$ cat src/rtl/data_mem_bridge.sv
// data_mem_bridge: MEM-stage to data-memory req/gnt/rvalid bridge.
// Ports: core_* (MEM stage side), mem_* (memory side), bus_err_o sticky timeout.
module data_mem_bridge #(
  parameter int unsigned TIMEOUT_CYCLES = 255
) (
  input  logic        clk,
  input  logic        rst_n,
  input  logic [31:0] core_addr_i,
  input  logic [31:0] core_wdata_i,
  input  logic [3:0]  core_we_i,
  input  logic        core_re_i,
  input  logic [2:0]  core_funct3_i,
  output logic        core_stall_o,
  output logic [31:0] core_rdata_o,
  output logic        core_misaligned_o,
  output logic        bus_err_o,
  output logic        mem_req_o,
  output logic [31:0] mem_addr_o,
  output logic [3:0]  mem_we_o,
  output logic [31:0] mem_wdata_o,
  input  logic        mem_gnt_i,
  input  logic        mem_rvalid_i,
  input  logic [31:0] mem_rdata_i
);

  typedef enum logic [1:0] {
    S_IDLE,
    S_REQ,
    S_RESP
  } state_e;

  localparam logic [15:0] TMO_LAST = 16'(TIMEOUT_CYCLES - 1);

  state_e      state_q, state_d;
  logic [31:0] addr_q, addr_d;
  logic [31:0] wdata_q, wdata_d;
  logic [31:0] rdata_q, rdata_d;
  logic [3:0]  we_q, we_d;
  logic [2:0]  funct3_q, funct3_d;
  logic [1:0]  off_q, off_d;
  logic [15:0] cnt_q, cnt_d;
  logic        err_q, err_d;

  logic        is_st, is_ld;
  logic        sz_b, sz_h;
  logic        mis, go;
  logic [3:0]  mask;
  logic [3:0]  lanes;
  logic [31:0] rep_wdata;
  logic [31:0] sh_w;
  logic [7:0]  rd_b;
  logic [15:0] rd_h;
  logic [31:0] ext;
  logic        tmo;
  logic        stall, req, mis_p;

  // Request decode; illegal store masks fall through to word size.
  always_comb begin
    is_st = |core_we_i;
    is_ld = ~is_st & core_re_i;
    if (is_st) begin
      sz_b = (core_we_i == 4'b0001);
      sz_h = (core_we_i == 4'b0011);
    end else begin
      sz_b = (core_funct3_i[1:0] == 2'b00);
      sz_h = (core_funct3_i[1:0] == 2'b01);
    end
    mis = (sz_h & core_addr_i[0])
        | (~sz_b & ~sz_h & (|core_addr_i[1:0]));
    go = (is_st | is_ld) & ~mis;
    if (sz_b) begin
      mask      = 4'b0001;
      rep_wdata = {4{core_wdata_i[7:0]}};
    end else if (sz_h) begin
      mask      = 4'b0011;
      rep_wdata = {2{core_wdata_i[15:0]}};
    end else begin
      mask      = 4'b1111;
      rep_wdata = core_wdata_i;
    end
    lanes = is_st ? (mask << core_addr_i[1:0]) : 4'b0000;
  end

  // Load lane select and extension from the latched offset.
  always_comb begin
    sh_w = mem_rdata_i >> {off_q, 3'b000};
    rd_b = sh_w[7:0];
    rd_h = off_q[1] ? mem_rdata_i[31:16] : mem_rdata_i[15:0];
    unique case (funct3_q)
      3'b000:  ext = {{24{rd_b[7]}}, rd_b};
      3'b100:  ext = {24'b0, rd_b};
      3'b001:  ext = {{16{rd_h[15]}}, rd_h};
      3'b101:  ext = {16'b0, rd_h};
      default: ext = mem_rdata_i;
    endcase
  end

  assign tmo = (cnt_q == TMO_LAST);

  always_comb begin
    state_d  = state_q;
    addr_d   = addr_q;
    wdata_d  = wdata_q;
    rdata_d  = rdata_q;
    we_d     = we_q;
    funct3_d = funct3_q;
    off_d    = off_q;
    cnt_d    = cnt_q;
    err_d    = err_q;
    stall    = 1'b0;
    req      = 1'b0;
    mis_p    = 1'b0;
    unique case (state_q)
      S_IDLE: begin
        mis_p = (is_st | is_ld) & mis;
        if (go) begin
          stall    = 1'b1;
          addr_d   = {core_addr_i[31:2], 2'b00};
          off_d    = core_addr_i[1:0];
          we_d     = lanes;
          wdata_d  = rep_wdata;
          funct3_d = core_funct3_i;
          cnt_d    = 16'd0;
          state_d  = S_REQ;
        end
      end
      S_REQ: begin
        req   = 1'b1;
        cnt_d = cnt_q + 16'd1;
        if (mem_gnt_i && (we_q != 4'b0000)) begin
          state_d = S_IDLE;
        end else if (tmo) begin
          state_d = S_IDLE;
          err_d   = 1'b1;
          if (we_q == 4'b0000) rdata_d = 32'd0;
        end else begin
          stall = 1'b1;
          if (mem_gnt_i) state_d = S_RESP;
        end
      end
      S_RESP: begin
        cnt_d = cnt_q + 16'd1;
        if (mem_rvalid_i) begin
          rdata_d = ext;
          state_d = S_IDLE;
        end else if (tmo) begin
          rdata_d = 32'd0;
          err_d   = 1'b1;
          state_d = S_IDLE;
        end else begin
          stall = 1'b1;
        end
      end
      default: state_d = S_IDLE;
    endcase
  end

  always_ff @(posedge clk or negedge rst_n) begin
    if (!rst_n) begin
      state_q  <= S_IDLE;
      addr_q   <= '0;
      wdata_q  <= '0;
      rdata_q  <= '0;
      we_q     <= '0;
      funct3_q <= '0;
      off_q    <= '0;
      cnt_q    <= '0;
      err_q    <= 1'b0;
    end else begin
      state_q  <= state_d;
      addr_q   <= addr_d;
      wdata_q  <= wdata_d;
      rdata_q  <= rdata_d;
      we_q     <= we_d;
      funct3_q <= funct3_d;
      off_q    <= off_d;
      cnt_q    <= cnt_d;
      err_q    <= err_d;
    end
  end

  // Comb outputs are gated so every output reads 0 while reset is held.
  assign core_stall_o      = stall & rst_n;
  assign core_misaligned_o = mis_p & rst_n;
  assign core_rdata_o      = rdata_d;
  assign bus_err_o         = err_q;
  assign mem_req_o         = req;
  assign mem_addr_o        = addr_q;
  assign mem_we_o          = we_q;
  assign mem_wdata_o       = wdata_q;

endmodule

$ cat config.mk
export PLATFORM = sky130hd
export DESIGN_NAME = data_mem_bridge
export DESIGN_NICKNAME = d
export VERILOG_FILES = /design/src/rtl/data_mem_bridge.sv
export SDC_FILE = /design/constraint.sdc
export NUM_CORES = 1
export LEC_CHECK = 0
export CORE_MARGIN = 5
export CORE_UTILIZATION = 41
export DETAILED_ROUTE_END_ITERATION = 10
export GPL_ROUTABILITY_DRIVEN = 0
export PLACE_DENSITY = 0.79
export RECOVER_POWER = 50
export SYNTH_ARGS = -nofsm -noshare
export SYNTH_HDL_FRONTEND = slang
export SYNTH_SLANG_ARGS = --single-unit
$ cat constraint.sdc
create_clock -name clk -period 2.7 [get_ports clk]
set_clock_uncertainty 0.2 [all_clocks]
set_input_delay 0.54 -clock clk [delete_from_list [all_inputs] [get_ports clk]]
set_output_delay 0.54 -clock clk [all_outputs]
set_load 0.03 [all_outputs]
# [Yosys cells after proc, flatten, opt, wreduce, memory -nomap -nowiden]
# Index checks and enable logic that the tools add are counted.
# W data, S select, Z words.
[classes] add_sub_neg=1 n_mul=0 n_div=0 magnitude_cmp=0 eq_ne=14 n_shift=2 muxes=35 n_bitwise=14 n_reduce_logical=15
[ops] op="$mux W32" n=7
[ops] op="$pmux W32 S4" n=1
[ops] op="$pmux W32 S2" n=1
[ops] op="$mux W16" n=2
[ops] op="$pmux W16 S2" n=1
[ops] op="$shr A32 B5 Y8" n=1
[ops] op="$add A16 B1 Y16 const B" n=1
[ops] op="$eq A16 B8 Y1 const B" n=1
[ops] op="$mux W2" n=6
[ops] op="$mux W4" n=3
[ops] op="$mux W1" n=11
[ops] op="$and A1 B1 Y1" n=8
[ops] op="$eq A3 B3 Y1 const B" n=2
[ops] op="$ne A2 B2 Y1 const B" n=3
[ops] op="$pmux W2 S3" n=1
[ops] op="$reduce_and A3 Y1" n=2
[ops] op="$eq A2 B1 Y1 const B" n=2
[ops] op="$eq A4 B1 Y1 const B" n=1
[ops] op="$eq A4 B2 Y1 const B" n=1
[ops] op="$logic_not A2 Y1" n=2
[ops] op="$logic_not A4 Y1" n=1
[ops] op="$ne A4 B4 Y1 const B" n=1
[ops] op="$not A1 Y1" n=4
[ops] op="$reduce_and A2 Y1" n=2
[ops] op="13 further kinds" n=16
[word_totals] register_bits=122 latch_bits=0 mem_bits_rw=0 romBits=0 input_bits=108 output_inout_bits=104 elab_cells=90 memories=0

# [Longest topological paths before layout]
# Gate-level depths: netlist of the first run.
[logic_depth] depth_word=11 mapped_depth=9 ltp_nobuf=7

# [Worst setup path before layout of the first run]
# No wires, ideal clock.
[synth_timing] kind="register -> output" from="register state_q[0]" to="output core_stall_o" t_arrival_ns=2.270 required_time_ns=1.960 slack_ns=-0.310 path_stages_with_launch=8 n_path_buf=2 cell_sequence="dfrtp_1 inv_1 ha_1 a21bo_2 a31o_2 buf_4 buf_2 a211oi_1"
[synth_between] elab_chain_cells=3 elab_cells_between_ends=5 classes_between="2 x eq/ne; 1 x mux; 1 x bitwise; 1 x reduce/logical"
[synth_lines] element="from (decl)" line_no="34" rtl="state_e state_q, state_d;"
[synth_lines] element="from (signal assigned)" line_no="170" rtl="state_q <= state_d;"
[synth_lines] element="$eq A2 B2 Y1, or another cell as far along" line_no="113" rtl="unique case (state_q)"
[synth_lines] element="$pmux W1 S3 (*)" line_no="113"
[synth_lines] element="$and A1 B1 Y1 (*)" line_no="183" rtl="assign core_stall_o = stall & rst_n;"
[synth_lines] element="to (decl)" line_no="13" rtl="output logic core_stall_o,"
# Mark *: on every way between the ends. The rest lies on a longest branch, timed or not.

# [Worst setup path after layout of the first run]
[layout_timing] from="register cnt_q[0]" to="output core_rdata_o[15]"
[layout_between] elab_chain_cells=4 elab_cells_between_ends=6 classes_between="1 x eq/ne; 5 x mux"
[layout_lines] element="from (decl)" line_no="41" rtl="logic [15:0] cnt_q, cnt_d;"
[layout_lines] element="from (signal assigned)" line_no="177" rtl="cnt_q <= cnt_d;"
[layout_lines] element="$eq A16 B8 Y1 (*)" line_no="98" rtl="assign tmo = (cnt_q == TMO_LAST);"
[layout_lines] element="$mux W32 (on tied branches)" line_no="146, 132"
[layout_lines] element="$mux W32 (on tied branches)" line_no="143, 130"
[layout_lines] element="$pmux W32 S2 (*)" line_no="113"
[layout_lines] element="to (decl)" line_no="14" rtl="output logic [31:0] core_rdata_o,"
# Marks and branches as above.

==> impl_metrics.csv, run 1 <==
group,metric,value,unit
status,status,"complete, but fails checks",
status,failed_checks,"max-capacitance violations, max-slew violations, negative setup slack",
power,irDropWorstVdd,0.774,mV
hold_path,whs_endpoint,"mem_wdata_o[24]",
critical_path,worstPathRequired,1.96,ns
timing,rsz0062_at_grt,"true",
placement,post_dp_cell_area,8890,um^2
drt,vias_per_cell,5.46,
drt,num_vias,5615,
final_layout,layout.nets,946,
drt,drt_iter0_markers,344,
timing,fin_crit_sh,122,%
timing,layout_setup_ws,-0.592,ns
final_layout,antennaDiodeCount,0,
logic_synthesis,synth_cells,559,
clocking,cts_max_level,4,
logic_synthesis,synth_warnings,0,
clocking,holdBufCountCts,0,
final_layout,syn_to_final_growth,60.6,%
clocking,cts_sinks,122,
floorplanning,die-height,133,um
floorplanning,io_pins,212,
drt,wl_per_cell,19.3,um
timing,final-max-slew-violation-count,123,
logic_synthesis,synth-main-ff-cell,"dfrtp_1",
final_layout,layout_commonest_cell,"clkdlybuf4s50_1",
placement,place_hpwl,14000,um
logic_synthesis,syn_avg_cell_area,11.0,um^2
power,powerDensity,1280,nW/um^2
global_routing,grt_max_degree,123,
hold_path,worstHoldStart,"mem_wdata_o[24]",
drt,drtAntennaViolNets,0,
drt,drcViolationCount,0,
timing,finalSetupViolCount,72,
critical_path,critPathKind,"reg2out",
timing,finalCriticalPeriod,3.29,ns
timing,finalHoldViolCount,0,
logic_synthesis,async_reset_ff_share,100,%
logic_synthesis,synth_edf_count,0,
critical_path,worst_ep_arrival_time,2.55,ns
floorplanning,core,14600,um^2
timing,clock.fmax,304,MHz
floorplanning,num_rows,44,
placement,port_buffers,209,
drt,drtPass1Iterations,5,
global_routing,antenna_found_initial,1,
global_routing,grt_use_total,22.6,%
clocking,worstSkewPairLatency,0.41,ns
final_layout,mostFrequentLayoutCells,"169 x clkdlybuf4s50_1, 122 x dfrtp_1, 84 x buf_4",
logic_synthesis,synth_seq_cells,122,
clocking,numCtsBuffers,17,
timing,max_slew_margin,-13.3,%
global_routing,grt_pass1_wl,32000,um
critical_path,critPathMaxFanout,18,
floorplanning,fp.dieW,133,um
clocking,root_buffer,"clkbuf_16",
final_layout,fin_area,9890,um^2
hold_path,whs_path_depth,1,
final_layout,drive_gt1_share,24.2,%
critical_path,rrSetupSlack,0.15,ns
hold_path,hold_class,"reg2reg",
critical_path,critPathLaunchType,"register",
logic_synthesis,seq_area_frac_synth,49.6,%
global_routing,overflow,0,
final_layout,finish.utilization,67.6,%
clocking,tritoncts,"yes",
logic_synthesis,ys_types,63,
critical_path,crit_path_end_kind,"output pin",
critical_path,reg2reg_from,"state_q[0]",
timing,worst_pin_slew,1.70,ns
clocking,cts.clk_slew.worst_paths,0.06,ns
floorplanning,start_util,42.1,%
critical_path,r2r-end,"mem_addr_o[10]",
logic_synthesis,syn_area,6160,um^2
drt,routed_wl,19900,um
global_routing,grt_pass1_vias,6167,
clocking,clock_path_buffers,2,
critical_path,r2r_cells,7,
floorplanning,die-area,17600,um^2
flow_run,cap_violations,1,
power,leakagePower,4.46,nW
## final cells by class
class | instances | area [um^2]
clock inverters | 13 | 195
fillers | 1051 | 4750
inverters | 27 | 101
multi-input cells | 375 | 3140
repair buffers | 289 | 2730
flip-flops and latches | 122 | 3050
well taps | 184 | 230
clock buffers | 18 | 439
## kinds of logic (layout without fill, tap and decap cells)
family | Yosys count | after routing | share of synthesized area [%]
xor gates and xnor gates | 8 | 8 | 1.14
AOI/OAI and AO/OA | 140 | 140 | 17.5
muxes | 80 | 80 | 14.5
and+or+nand+nor | 139 | 139 | 11.3
other | 1 | 2 | 0.0609
buffers and inverters | 63 | 347 | 4.83
DFF | 122 | 122 | 49.6
adders and majority gates | 6 | 6 | 1.22
## per-layer routing
| metal | up-vias | track usage (%) | share of wire (%) |
|---|---|---|---|
| li1 | 2562 | - | - |
| met1 | 2749 | 26.1 | 39 |
| met2 | 248 | 37.6 | 49 |
| met3 | 54 | 8.47 | 8.4 |
| met4 | 2 | 9.64 | 3.4 |
| met5 | - | 0 | 0.055 |
## sequential cells by signal (all words and copies together), names as in the netlist, 2 cells and up
| name | cells |
|---|---|
| rdata_q | 32 |
| mem_wdata_o | 32 |
| funct3_q | 3 |
| mem_we_o | 4 |
| cnt_q | 16 |
| mem_addr_o | 30 |
| state_q | 2 |
| off_q | 2 |
## critical path: stages (launching register included)
cell and delay [ns]:
dfrtp_1 0.39, inv_2 0.09, ha_4 0.13, or4b_4 0.46, nor3_4 0.14, nand4_2 0.11
o22a_4 0.27, buf_12 0.18, a21o_4 0.23, buf_12 0.13
## cells in the mapped netlist, types with 3 or more instances
library cell  instances  share of area [%]
xnor2_1               8                1.1
a221oi_1              7                1.0
mux2_2               15                2.7
nand2b_1              5               0.51
buf_2                13                1.1
and3_1                4               0.41
o31ai_1               3               0.37
nand4_1               4               0.41
a21oi_1               8               0.65
a2111oi_2             3               0.73
o221ai_1              3               0.43
o22ai_1               4               0.41
buf_4                10                1.2
nor2_1               37                2.3
a21o_1               18                2.2
a31oi_1               6               0.61
nand2_1              40                2.4
inv_1                27                1.6
dfrtp_1             122                 50
mux2i_1              26                4.2
o21ai_1              17                1.4
ha_1                  6                1.2
a211oi_1             13                1.6
o2bb2ai_1            25                3.6
mux2_1               37                6.8
clkbuf_1             10               0.61
nand3_1              11               0.89
o21bai_1              3               0.37
nor3_1                5               0.41
nor2b_1              19                1.9
a221o_1               3               0.49
o21ai_0               7               0.57
## stage by stage
stage	instances	hold slack [ns]	setup WS, ns	setup TNS, ns	power [mW]
2_1_floorplan	560	0.0444	-0.0736	-1.26	6.72
3_3_place_gp	990	0.260	-0.463	-14.00	9.33
3_5_place_dp	990	0.265	-0.610	-20.03	9.50
4_1_cts	1023	0.0691	-0.598	-17.95	12.6
5_1_grt	1028	0.291	-0.686	-31.04	13.3
6_report	1028	0.281	-0.592	-21.31	12.7
## how the worst max path moves through the flow
stage	from	to	slack [ns]
2_1_floorplan	off_q[0]	core_rdata_o[16]	-0.07
3_3_place_gp	mem_rdata_i[31]	core_rdata_o[30]	-0.46
3_5_place_dp	mem_rdata_i[15]	core_rdata_o[29]	-0.61
4_1_cts	cnt_q[0]	core_rdata_o[15]	-0.60
5_1_grt	cnt_q[0]	core_rdata_o[15]	-0.69
6_report	cnt_q[0]	core_rdata_o[15]	-0.59
## timing repair
action | 4_1_cts | 5_1_grt
hold endpoints to repair | 0 | 0
endpoints found under the setup margin | 34 | 34
pin swaps | 0 | 1
setup buffers | 1 | 5
gates resized for setup | 48 | 14
gates cloned | 1 | 0
## power by group
group,switching [mW],internal (mW)
Combinational,3.88,3.17
Sequential,0.537,2.65
Clock,0.875,1.57
Total,5.29,7.39
No activity file was read; power rests on OpenSTA's default activity.
==> inputs of run 2 (changes only) <==
Settings changed: CTS_CLUSTER_SIZE set to 12.
==> results of run 2 <==
The final DEF is identical to that of run 1; final timing and power are the same.
